### src/rtl/sync_health_monitor.sv
// Link-health monitor: per-lock first-lock time, unlock/outage statistics,
// and block_id/frame_in_block continuity checking, all in the RX clock domain.

module sync_lock_track #(
  parameter int CNT_W = 32,
  parameter int ACC_W = 48
) (
  input  logic             clk,
  input  logic             rst,
  input  logic             stat_clr_i,
  input  logic             lock_i,
  input  logic [CNT_W-1:0] cyc_i,
  output logic             seen_o,
  output logic             active_o,
  output logic [CNT_W-1:0] first_o,
  output logic [CNT_W-1:0] unl_o,
  output logic [CNT_W-1:0] last_o,
  output logic [CNT_W-1:0] max_o,
  output logic [ACC_W-1:0] tot_o
);
  logic             lock_q, seen_q, seen_d, act_q, act_d;
  logic [CNT_W-1:0] first_q, first_d, unl_q, unl_d, out_q, out_d;
  logic [CNT_W-1:0] last_q, last_d, max_q, max_d;
  logic [ACC_W-1:0] tot_q, tot_d;
  logic [ACC_W:0]   tot_sum;
  logic             rise, fall;

  always_comb begin
    rise    = lock_i & ~lock_q;
    fall    = ~lock_i & lock_q;
    tot_sum = {1'b0, tot_q} + (ACC_W+1)'(out_q);
    seen_d  = seen_q;
    first_d = first_q;
    unl_d   = unl_q;
    act_d   = act_q;
    out_d   = out_q;
    last_d  = last_q;
    max_d   = max_q;
    tot_d   = tot_q;
    if (rise && !seen_q) begin
      seen_d  = 1'b1;
      first_d = cyc_i;
    end
    // A clear discards any outage in progress, so a coincident rise is not a recovery.
    if (stat_clr_i) begin
      unl_d  = '0;
      act_d  = 1'b0;
      out_d  = '0;
      last_d = '0;
      max_d  = '0;
      tot_d  = '0;
    end else if (act_q) begin
      if (rise) begin
        last_d = out_q;
        max_d  = (out_q > max_q) ? out_q : max_q;
        tot_d  = tot_sum[ACC_W] ? '1 : tot_sum[ACC_W-1:0];
        act_d  = 1'b0;
      end else begin
        out_d = (out_q == '1) ? out_q : out_q + 1'b1;
      end
    end
    if (fall && seen_q) begin
      unl_d = (unl_d == '1) ? unl_d : unl_d + 1'b1;
      act_d = 1'b1;
      out_d = CNT_W'(1);
    end
  end

  always_ff @(posedge clk) begin
    if (rst) begin
      lock_q  <= 1'b0;
      seen_q  <= 1'b0;
      act_q   <= 1'b0;
      first_q <= '0;
      unl_q   <= '0;
      out_q   <= '0;
      last_q  <= '0;
      max_q   <= '0;
      tot_q   <= '0;
    end else begin
      lock_q  <= lock_i;
      seen_q  <= seen_d;
      act_q   <= act_d;
      first_q <= first_d;
      unl_q   <= unl_d;
      out_q   <= out_d;
      last_q  <= last_d;
      max_q   <= max_d;
      tot_q   <= tot_d;
    end
  end

  assign seen_o   = seen_q;
  assign active_o = act_q;
  assign first_o  = first_q;
  assign unl_o    = unl_q;
  assign last_o   = last_q;
  assign max_o    = max_q;
  assign tot_o    = tot_q;
endmodule

module sync_health_monitor #(
  parameter int NUM_LOCKS        = 2,
  parameter int FRAMES_PER_BLOCK = 255,
  parameter int BID_W            = 16,
  parameter int FIB_W            = 16,
  parameter int CNT_W            = 32,
  parameter int ACC_W            = 48,
  parameter int SEQ_LOCK_IDX     = 1,
  parameter int MAX_UNLOCKS      = 10
) (
  input  logic                       clk,
  input  logic                       rst,
  input  logic                       stat_clr,
  input  logic [NUM_LOCKS-1:0]       lock_in,
  input  logic                       frm_valid,
  input  logic [BID_W-1:0]           frm_block_id,
  input  logic [FIB_W-1:0]           frm_index,
  output logic [NUM_LOCKS*CNT_W-1:0] first_lock_cyc,
  output logic [NUM_LOCKS-1:0]       first_lock_seen,
  output logic [NUM_LOCKS*CNT_W-1:0] unlock_cnt,
  output logic [NUM_LOCKS-1:0]       unlock_active,
  output logic [NUM_LOCKS*CNT_W-1:0] rec_last,
  output logic [NUM_LOCKS*CNT_W-1:0] rec_max,
  output logic [NUM_LOCKS*ACC_W-1:0] rec_total,
  output logic                       seq_valid,
  output logic [CNT_W-1:0]           seq_err_cnt,
  output logic                       seq_err,
  output logic                       pass_flag
);
  localparam logic [FIB_W-1:0] FIB_LAST = FIB_W'(FRAMES_PER_BLOCK - 1);
  localparam logic [FIB_W:0]   FIB_LIM  = (FIB_W+1)'(FRAMES_PER_BLOCK);

  logic [CNT_W-1:0] cyc_q;
  logic [NUM_LOCKS-1:0][CNT_W-1:0] first_a, unl_a, last_a, max_a;
  logic [NUM_LOCKS-1:0][ACC_W-1:0] tot_a;

  always_ff @(posedge clk) begin
    if (rst) cyc_q <= '0;
    else     cyc_q <= (cyc_q == '1) ? cyc_q : cyc_q + 1'b1;
  end

  for (genvar i = 0; i < NUM_LOCKS; i++) begin : g_lock
    sync_lock_track #(.CNT_W(CNT_W), .ACC_W(ACC_W)) u_trk (
      .clk(clk), .rst(rst), .stat_clr_i(stat_clr), .lock_i(lock_in[i]), .cyc_i(cyc_q),
      .seen_o(first_lock_seen[i]), .active_o(unlock_active[i]), .first_o(first_a[i]),
      .unl_o(unl_a[i]), .last_o(last_a[i]), .max_o(max_a[i]), .tot_o(tot_a[i])
    );
  end

  assign first_lock_cyc = first_a;
  assign unlock_cnt     = unl_a;
  assign rec_last       = last_a;
  assign rec_max        = max_a;
  assign rec_total      = tot_a;

  logic             vld_q, vld_d, err_q, err_d, mism;
  logic [BID_W-1:0] bid_q, bid_d, exp_bid;
  logic [FIB_W-1:0] fib_q, fib_d, exp_fib;
  logic [CNT_W-1:0] ecnt_q, ecnt_d;

  always_comb begin
    exp_bid = (fib_q == FIB_LAST) ? bid_q + 1'b1 : bid_q;
    exp_fib = (fib_q == FIB_LAST) ? '0 : fib_q + 1'b1;
    mism    = ({1'b0, frm_index} >= FIB_LIM) || (frm_block_id != exp_bid) ||
              (frm_index != exp_fib);
    vld_d   = vld_q;
    bid_d   = bid_q;
    fib_d   = fib_q;
    ecnt_d  = ecnt_q;
    err_d   = 1'b0;
    if (stat_clr) begin
      vld_d  = 1'b0;
      ecnt_d = '0;
    end
    // Loss of the gating lock wins over a coincident frame.
    if (!lock_in[SEQ_LOCK_IDX]) begin
      vld_d = 1'b0;
    end else if (frm_valid) begin
      bid_d = frm_block_id;
      fib_d = frm_index;
      if (vld_d && mism) begin
        err_d  = 1'b1;
        ecnt_d = (ecnt_d == '1) ? ecnt_d : ecnt_d + 1'b1;
      end
      vld_d = 1'b1;
    end
  end

  always_ff @(posedge clk) begin
    if (rst) begin
      vld_q  <= 1'b0;
      err_q  <= 1'b0;
      bid_q  <= '0;
      fib_q  <= '0;
      ecnt_q <= '0;
    end else begin
      vld_q  <= vld_d;
      err_q  <= err_d;
      bid_q  <= bid_d;
      fib_q  <= fib_d;
      ecnt_q <= ecnt_d;
    end
  end

  assign seq_valid   = vld_q;
  assign seq_err     = err_q;
  assign seq_err_cnt = ecnt_q;
  assign pass_flag   = (ecnt_q == '0) && (unl_a[0] <= CNT_W'(MAX_UNLOCKS));
endmodule
### config.mk
export PLATFORM = sky130hd
export DESIGN_NAME = sync_health_monitor
export DESIGN_NICKNAME = d
export VERILOG_FILES = /design/src/rtl/sync_health_monitor.sv
export SDC_FILE = /design/constraint.sdc
export NUM_CORES = 1
export LEC_CHECK = 0
export BUFFER_PORTS_ARGS = -buffer_cell sky130_fd_sc_hd__buf_2
export CORE_AREA = 5 5 252 254
export DETAILED_ROUTE_END_ITERATION = 8
export DIE_AREA = 0 0 257 259
export PLACE_DENSITY = 0.76
export SYNTH_ARGS = -nofsm -noshare
export SYNTH_HDL_FRONTEND = slang
export SYNTH_SLANG_ARGS = --single-unit
### constraint.sdc
create_clock -name clk -period 9.95 [get_ports clk]
set_clock_uncertainty 0.1 [all_clocks]
set_input_delay 1.99 -clock clk [delete_from_list [all_inputs] [get_ports clk]]
set_output_delay 1.99 -clock clk [all_outputs]
set_load 0.05 [all_outputs]
==> results of run 1 <==
power by group through the flow:
| stage | combinational, uW | clock, uW | sequential [uW] |
|---|---|---|---|
| 2_1_floorplan | 96.8 | 0 | 2150 |
| 6_report | 152 | 2290 | 2110 |
| 5_1_grt | 166 | 2420 | 2110 |
| 3_5_place_dp | 151 | 0 | 2150 |
| 3_3_place_gp | 150 | 0 | 2150 |
| 4_1_cts | 152 | 2330 | 2110 |
flip-flops by register name, summed over array words and instances, names as in the netlist, 32 cells and up:
| signal | cells |
|---|---|
| g_lock.u_trk.tot_o | 96 |
| g_lock.u_trk.out_q | 64 |
| cyc_q | 32 |
| g_lock.u_trk.unl_o | 64 |
| g_lock.u_trk.last_o | 64 |
| seq_err_cnt | 32 |
| g_lock.u_trk.first_o | 64 |
| g_lock.u_trk.max_o | 64 |
routing by layer:
metal	global-route usage, %	routed length (um)	vias up
met4	7.16	2400	0
met2	38.3	37600	922
li1	-	-	12300
met3	6.56	7770	162
met1	29.9	34500	11900
met5	0	0	-
through the flow:
| step | std cells | worst slack, ns | total power (uW) |
|---|---|---|---|
| finish | 4516 | 4.95 | 4550 |
| global route | 4516 | 4.71 | 4690 |
| global placement | 4410 | 4.49 | 2300 |
| detailed placement | 4410 | 4.40 | 2300 |
| floorplan | 3330 | 4.80 | 2250 |
| CTS | 4515 | 5.08 | 4590 |
final cells by class:
cell class | count | area [um^2] | share of cell area (%)
multi-input combinational | 2522 | 15000 | 48.0
sequential | 520 | 10400 | 33.3
timing repair buffer | 452 | 2330 | 7.45
clock buffer | 69 | 1550 | 4.96
tap | 790 | 988 | 3.16
clock inverter | 36 | 495 | 1.58
inverter | 126 | 473 | 1.51
antenna | 1 | 2.50 | 0.00800
cells by family (layout without fill, tap and decap cells):
logic type | after synthesis | in the layout
AOI/OAI and AO/OA | 768 | 768
muxes | 11 | 11
buffers and inverters | 288 | 683
xor gates and xnor gates | 251 | 251
DFF | 520 | 520
and+or+nand+nor | 1353 | 1353
adders and majority gates | 139 | 139
other | 0 | 1
worst max-delay path by stage:
stage                         from                   endpoint  depth (start not counted)
after floorplan           stat_clr  g_lock[1].u_trk.unl_o[31]                         15
after global placement    stat_clr            seq_err_cnt[19]                         12
after detailed placement  stat_clr  g_lock[0].u_trk.unl_o[31]                         12
after CTS                 stat_clr  g_lock[0].u_trk.unl_o[25]                         12
after global routing      stat_clr  g_lock[0].u_trk.unl_o[31]                         12
final                     stat_clr  g_lock[0].u_trk.unl_o[25]                         12
synthesized netlist by cell type (10+ instances only):
library cell	n	area (um^2)
o21ai_0	151	756
o211ai_1	12	90.1
mux2i_1	10	100
nand3_1	162	811
and2_1	23	144
dfxtp_1	520	10400
clkbuf_1	145	544
nand2b_1	19	119
a211oi_1	21	158
a21o_1	46	345
nand4_1	74	463
buf_1	11	41.3
nor2_1	267	1000
o31ai_1	67	503
and3_1	33	206
inv_1	126	473
and4_1	20	175
nand2_1	515	1930
o21a_1	18	135
or3_1	48	300
ha_1	137	1710
nor4_1	42	263
a21oi_1	368	1840
a31oi_1	14	87.6
nor3_1	66	330
o21bai_1	12	90.1
nor2b_1	43	269
xnor2_1	144	1260
xor2_1	107	937
worst max-delay path, stage by stage:
cell	delay (ns)
buf_2	0.08
buf_4	0.44
inv_1	0.37
nand2_1	0.17
or3_1	0.18
o31ai_1	0.15
nor4_1	0.82
nor4b_1	0.55
and2_1	0.25
nand2_1	0.08
xor2_1	0.17
nor2_1	0.06
==> run_results.csv, run 1 <==
group,metric,value,unit
route,num_vias,25300,
worst_setup_path,path_max_fanout,46,
route,drtIter0Drc,2024,
sta,fin_tns_setup,0,ns
worst_setup_path,crit_required,10.30,ns
final_layout,final_util,51.2,%
sta,hold_viol,0,
worst_setup_path,ff2ff_path_depth,13,
global_routing,grtUsageTotal,23.3,%
route,routed_wl,82.3,mm
hold_path,min_from,"g_lock[1].u_trk.last_o[21]",
placed_design,dpl.hpwl,59.8,mm
sta,fin_crit_sh,50.3,%
global_routing,first_global_vias,23300,
pwr,cellLeakagePower,0.0125,uW
route,viasPerCell,5.61,
worst_setup_path,cp-end-kind,"register",
floorplanning,io_pins,429,
worst_setup_path,worstSetupStartpointType,"primary input",
placed_design,dpl_cell_area,29200,um^2
hold_path,hold-path-cell-count,2,
final_layout,drive_above_1_share,15.7,%
final_layout,fillCellCount,5807,
sta,holdWs,0.351,ns
cts,htree_levels,2,
pwr,ir_worst_vdd,0.122,mV
sta,slew_viol_final,0,
floorplanning,placeableCoreArea,61000,um^2
sta,rsz0062_at_grt,"no",
synth,async_flop_share,0,%
floorplanning,die_w,257,um
synth,synth_xor_area_share,8.30,%
synth,syn_area_per_cell,7.95,um^2
global_routing,grt_max_degree,94,
synth,synth_edf_count,0,
worst_setup_path,rr_endpoint,"seq_err_cnt[31]",
synth,ys_seq_area_share,39.3,%
synth,ys_types,69,
synth,muxShareOfSynthArea,0.421,%
synth,synth-simple-area-share,24.0,%
worst_setup_path,arrival,5.35,ns
cts,postCtsHoldBufs,0,
floorplanning,die_h,259,um
placed_design,gp_congestion,0.975,
cts,postCtsSetupBuffers,0,
cts,tritoncts,"built",
cts,clock_tree.buffer_depth,3,
flow_run,drv_cap,0,
global_routing,grt_pass1_wl,129,mm
sta,slew_headroom,23.6,%
final_layout,fin_area,31300,um^2
pwr,p_switching,1050,uW
synth,yosysWarnings,0,
synth,postSynthCellCount,3330,
synth,synth-seq-cells,520,
pwr,power_frac_seq,46.3,%
floorplanning,num_rows,91,
worst_setup_path,reg2reg_slack,5.47,ns
floorplanning,die_area,66600,um^2
sta,fin_crit,5.00,ns
pwr,combPwrFrac,3.3,%
global_routing,grt_antenna_before_repair,1,
floorplanning,start_util,43.4,%
final_layout,final_common_cell,"dfxtp_1",
sta,max_freq,200,MHz
cts,cts_resized,0,
route,antenna_left,0,
hold_path,hold_path.class,"register to register",
outcome,outcome,"finished, final reports clean",
synth,synth_compound_area_share,17.1,%
cts,cts-root-buf,"clkbuf_16",
sta,finalSetupViolations,0,
cts,cts_sinks,520,
final_layout,area_growth,18.1,%
pwr,p_per_area,146,nW/um^2
cts,worst_skew_pair.late_latency,0.63,ns
synth,synth_top_family_by_area,"simple AND/OR/NAND/NOR gates",
synth,ys.flop_type,"dfxtp_1",
route,firstDrtPassIters,6,
pwr,p_clk_share,50.4,%
cts,numCtsBuffers,56,
route,drc,0,
synth,synth_fp_nets,3507,
synth,synth_area,26500,um^2
sta,tightest_slew,1.14,ns
worst_setup_path,crit_type,"primary input to register",
hold_path,whs_endpoint,"g_lock[1].u_trk.last_o[21]",
pwr,swShare,23.0,%
cts,cts.clk_slew.worst_paths,0.06,ns
worst_setup_path,r2r-start,"fib_q[0]",
pwr,p_int,3500,uW
global_routing,grt_overflow,0,
synth,synth_fa_ha_area_share,6.63,%
route,drt-wirelength-per-cell,18.2,um
final_layout,layout.nets,3855,
placed_design,io_buffers,428,
final_layout,final_cell_mix,"dfxtp_1 (520), nand2_1 (515), buf_2 (427), a21oi_1 (367), nor2_1 (264)",
Power figures use the tool's default switching activity.
==> run 2: changes to the inputs <==
--- a/config.mk
+++ b/config.mk
@@ -5,11 +5,12 @@
 export SDC_FILE = /design/constraint.sdc
 export NUM_CORES = 1
 export LEC_CHECK = 0
+export ABC_AREA = 1
 export BUFFER_PORTS_ARGS = -buffer_cell sky130_fd_sc_hd__buf_2
-export CORE_AREA = 5 5 252 254
+export CORE_AREA = 5 5 269 271
 export DETAILED_ROUTE_END_ITERATION = 8
-export DIE_AREA = 0 0 257 259
-export PLACE_DENSITY = 0.76
+export DIE_AREA = 0 0 274 276
+export PLACE_DENSITY = 0.78
 export SYNTH_ARGS = -nofsm -noshare
 export SYNTH_HDL_FRONTEND = slang
 export SYNTH_SLANG_ARGS = --single-unit
==> constraint.sdc (replaced) <==
create_clock -name clk -period 4.6 [get_ports clk]
set_clock_uncertainty 0.1 [all_clocks]
set_input_delay 0.92 -clock clk [delete_from_list [all_inputs] [get_ports clk]]
set_output_delay 0.92 -clock clk [all_outputs]
set_load 0.05 [all_outputs]
==> run 2 against run 1 <==
Combinational power rose to 2.9 times the previous value. Worst setup slack lost 4.0 ns. Clock power is 120% higher. Sequential power up 120%. Via count increased by 27%. Sequential share of layout area is 3.8 points lower. Hold slack improved by 0.0055 ns. Cell area rose by 13%. Die area up 14%. Register-to-register slack lost 4.6 ns. Power increased by 120%. Critical path type is now register to register. Largest cell class unchanged. Largest power group unchanged.
==> run_results.csv, run 2 <==
group,metric,value,unit
worst_setup_path,arrival,4.06,ns
sta,rsz0062_at_grt,"no",
route,drt-wirelength-per-cell,17.3,um
final_layout,final_common_cell,"nand2_1",
global_routing,grtUsageTotal,25.6,%
synth,ys_types,60,
synth,syn_area_per_cell,6.64,um^2
route,antenna_left,0,
synth,yosysTopAreaCellShare,34.4,%
sta,hold_viol,0,
cts,postCtsSetupBuffers,0,
floorplanning,start_util,43.6,%
floorplanning,die_area,75600,um^2
route,drc,0,
route,firstDrtPassIters,8,
route,viasPerCell,5.44,
placed_design,io_buffers,428,
final_layout,final_util,50.8,%
final_layout,drive_above_1_share,12.6,%
worst_setup_path,crit_type,"register to register",
cts,worst_skew_pair.late_latency,0.62,ns
worst_setup_path,reg2reg_slack,0.91,ns
synth,synth-seq-cells,520,
synth,postSynthCellCount,4564,
route,drtIter0Drc,2900,
sta,fin_crit_sh,80.3,%
sta,finalSetupViolations,0,
global_routing,grt_antenna_before_repair,0,
worst_setup_path,cp-end-kind,"register",
global_routing,grt_overflow,0,
outcome,outcome,"finished, final reports clean",
pwr,ir_worst_vdd,0.305,mV
placed_design,dpl.hpwl,76.9,mm
cts,tritoncts,"built",
placed_design,gp_congestion,0.994,
synth,async_flop_share,0,%
route,routed_wl,103,mm
global_routing,grt_pass1_wl,161,mm
sta,slew_viol_final,0,
synth,synth_fp_nets,4741,
cts,cts_sinks,520,
final_layout,diodes,0,
final_layout,layout.nets,5108,
final_layout,final_cell_mix,"nand2_1 (870), inv_1 (600), nor2_1 (565), dfxtp_1 (520), a21oi_1 (445)",
route,num_vias,32200,
floorplanning,die_w,274,um
cts,cts.clk_slew.worst_paths,0.07,ns
sta,tightest_slew,1.17,ns
synth,ys.flop_type,"dfxtp_1",
sta,slew_headroom,22.0,%
worst_setup_path,crit_required,4.96,ns
synth,yosysMostFrequentCell,"nand2_1",
synth,ys_seq_area_share,34.4,%
cts,clock_tree.buffer_depth,3,
synth,yosys-top-cells-count,"nand2_1 (870), inv_1 (601), nor2_1 (568)",
synth,yosysWarnings,0,
floorplanning,num_rows,97,
synth,synth_area,30300,um^2
final_layout,area_growth,16.6,%
synth,synth_edf_count,0,
global_routing,first_global_vias,29900,
cts,htree_levels,2,
cts,numCtsBuffers,60,
worst_setup_path,worstSetupStartpointType,"register",
synth,synthTopCellsByArea,"dfxtp_1 (34%), nand2_1 (11%), inv_1 (7.4%)",
sta,max_freq,271,MHz
pwr,p_per_area,284,nW/um^2
pwr,cellLeakagePower,0.0153,uW
synth,yosys.area.top_type,"dfxtp_1",
sta,fin_crit,3.69,ns
cts,postCtsHoldBufs,0,
hold_path,hold_path.class,"register to register",
floorplanning,die_h,276,um
global_routing,grt_max_degree,177,
floorplanning,placeableCoreArea,69500,um^2
sta,fin_tns_setup,0,ns
floorplanning,io_pins,429,
flow_run,drv_cap,0,
cts,cts-root-buf,"clkbuf_16",
final_layout,largest_reg_flops,96,
worst_setup_path,path_max_fanout,22,
cts,cts_resized,0,
[run 2: kinds of logic (layout without fill, tap and decap cells)]
kind of cell	after synthesis	in the layout	share of synthesized area [%]
flops	520	520	34.4
fa+ha+maj	139	139	5.79
xor+xnor	114	114	3.42
simple gates	2069	2069	29.8
compound gates	954	954	16.9
buf+inv	768	1186	9.77
[run 2: path summary, 6_finish.rpt]
check / startpoint / depth (start not counted) / end
max: g_lock[1].u_trk.out_q[0] / 13 / g_lock[1].u_trk.tot_o[22]
min: g_lock[1].u_trk.first_o[14] / 2 / g_lock[1].u_trk.first_o[14]
max reg2reg: g_lock[1].u_trk.out_q[0] / 13 / g_lock[1].u_trk.tot_o[22]
min reg2reg: g_lock[1].u_trk.first_o[14] / 2 / g_lock[1].u_trk.first_o[14]
[run 2: through the flow]
step	setup slack (ns)	instances	total power (uW)	area, um^2	hold slack (ns)
finish	0.908	5922	10000	35300	0.357
CTS	0.915	5922	10100	35300	0.360
global route	0.555	5922	10300	35300	0.374
floorplan	1.06	4564	4970	30300	0.357
detailed placement	0.734	5809	5100	33300	0.350
global placement	0.804	5809	5100	33300	0.349
[run 2: per-layer routing]
layer	GRT usage [%]	vias to the layer above	wire length [um]
li1	-	15900	-
met1	35.0	14900	44600
met2	41.0	1271	45400
met3	5.48	193	9550
met4	7.22	0	3000
met5	0	-	0
[run 2: critical path: stages (launching register included)]
cell and delay (ns):
dfxtp_1 0.41, ha_1 0.32, fa_1 0.47, nand3_1 0.12
nand2_1 0.13, a21oi_1 0.24, o21ai_0 0.21, a21o_1 0.25
nand2_1 0.07, nand3_1 0.18, nand2_1 0.14, nand2_2 0.15
inv_1 0.57, a21oi_1 0.15
[run 2: power by group]
| part | internal, uW | switching (uW) | leakage (uW) |
|---|---|---|---|
| registers | 4530 | 36.0 | 0.00420 |
| logic | 117 | 322 | 0.0101 |
| clock network | 2940 | 2070 | 0.00101 |
[run 2: final cells by class]
class | count | area, um^2
sequential | 520 | 10400
fill | 6904 | 34200
multi-input combinational | 3276 | 16900
clock inverter | 29 | 314
clock buffer | 84 | 1750
inverter | 613 | 2300
tap | 940 | 1180
timing repair buffer | 460 | 2420
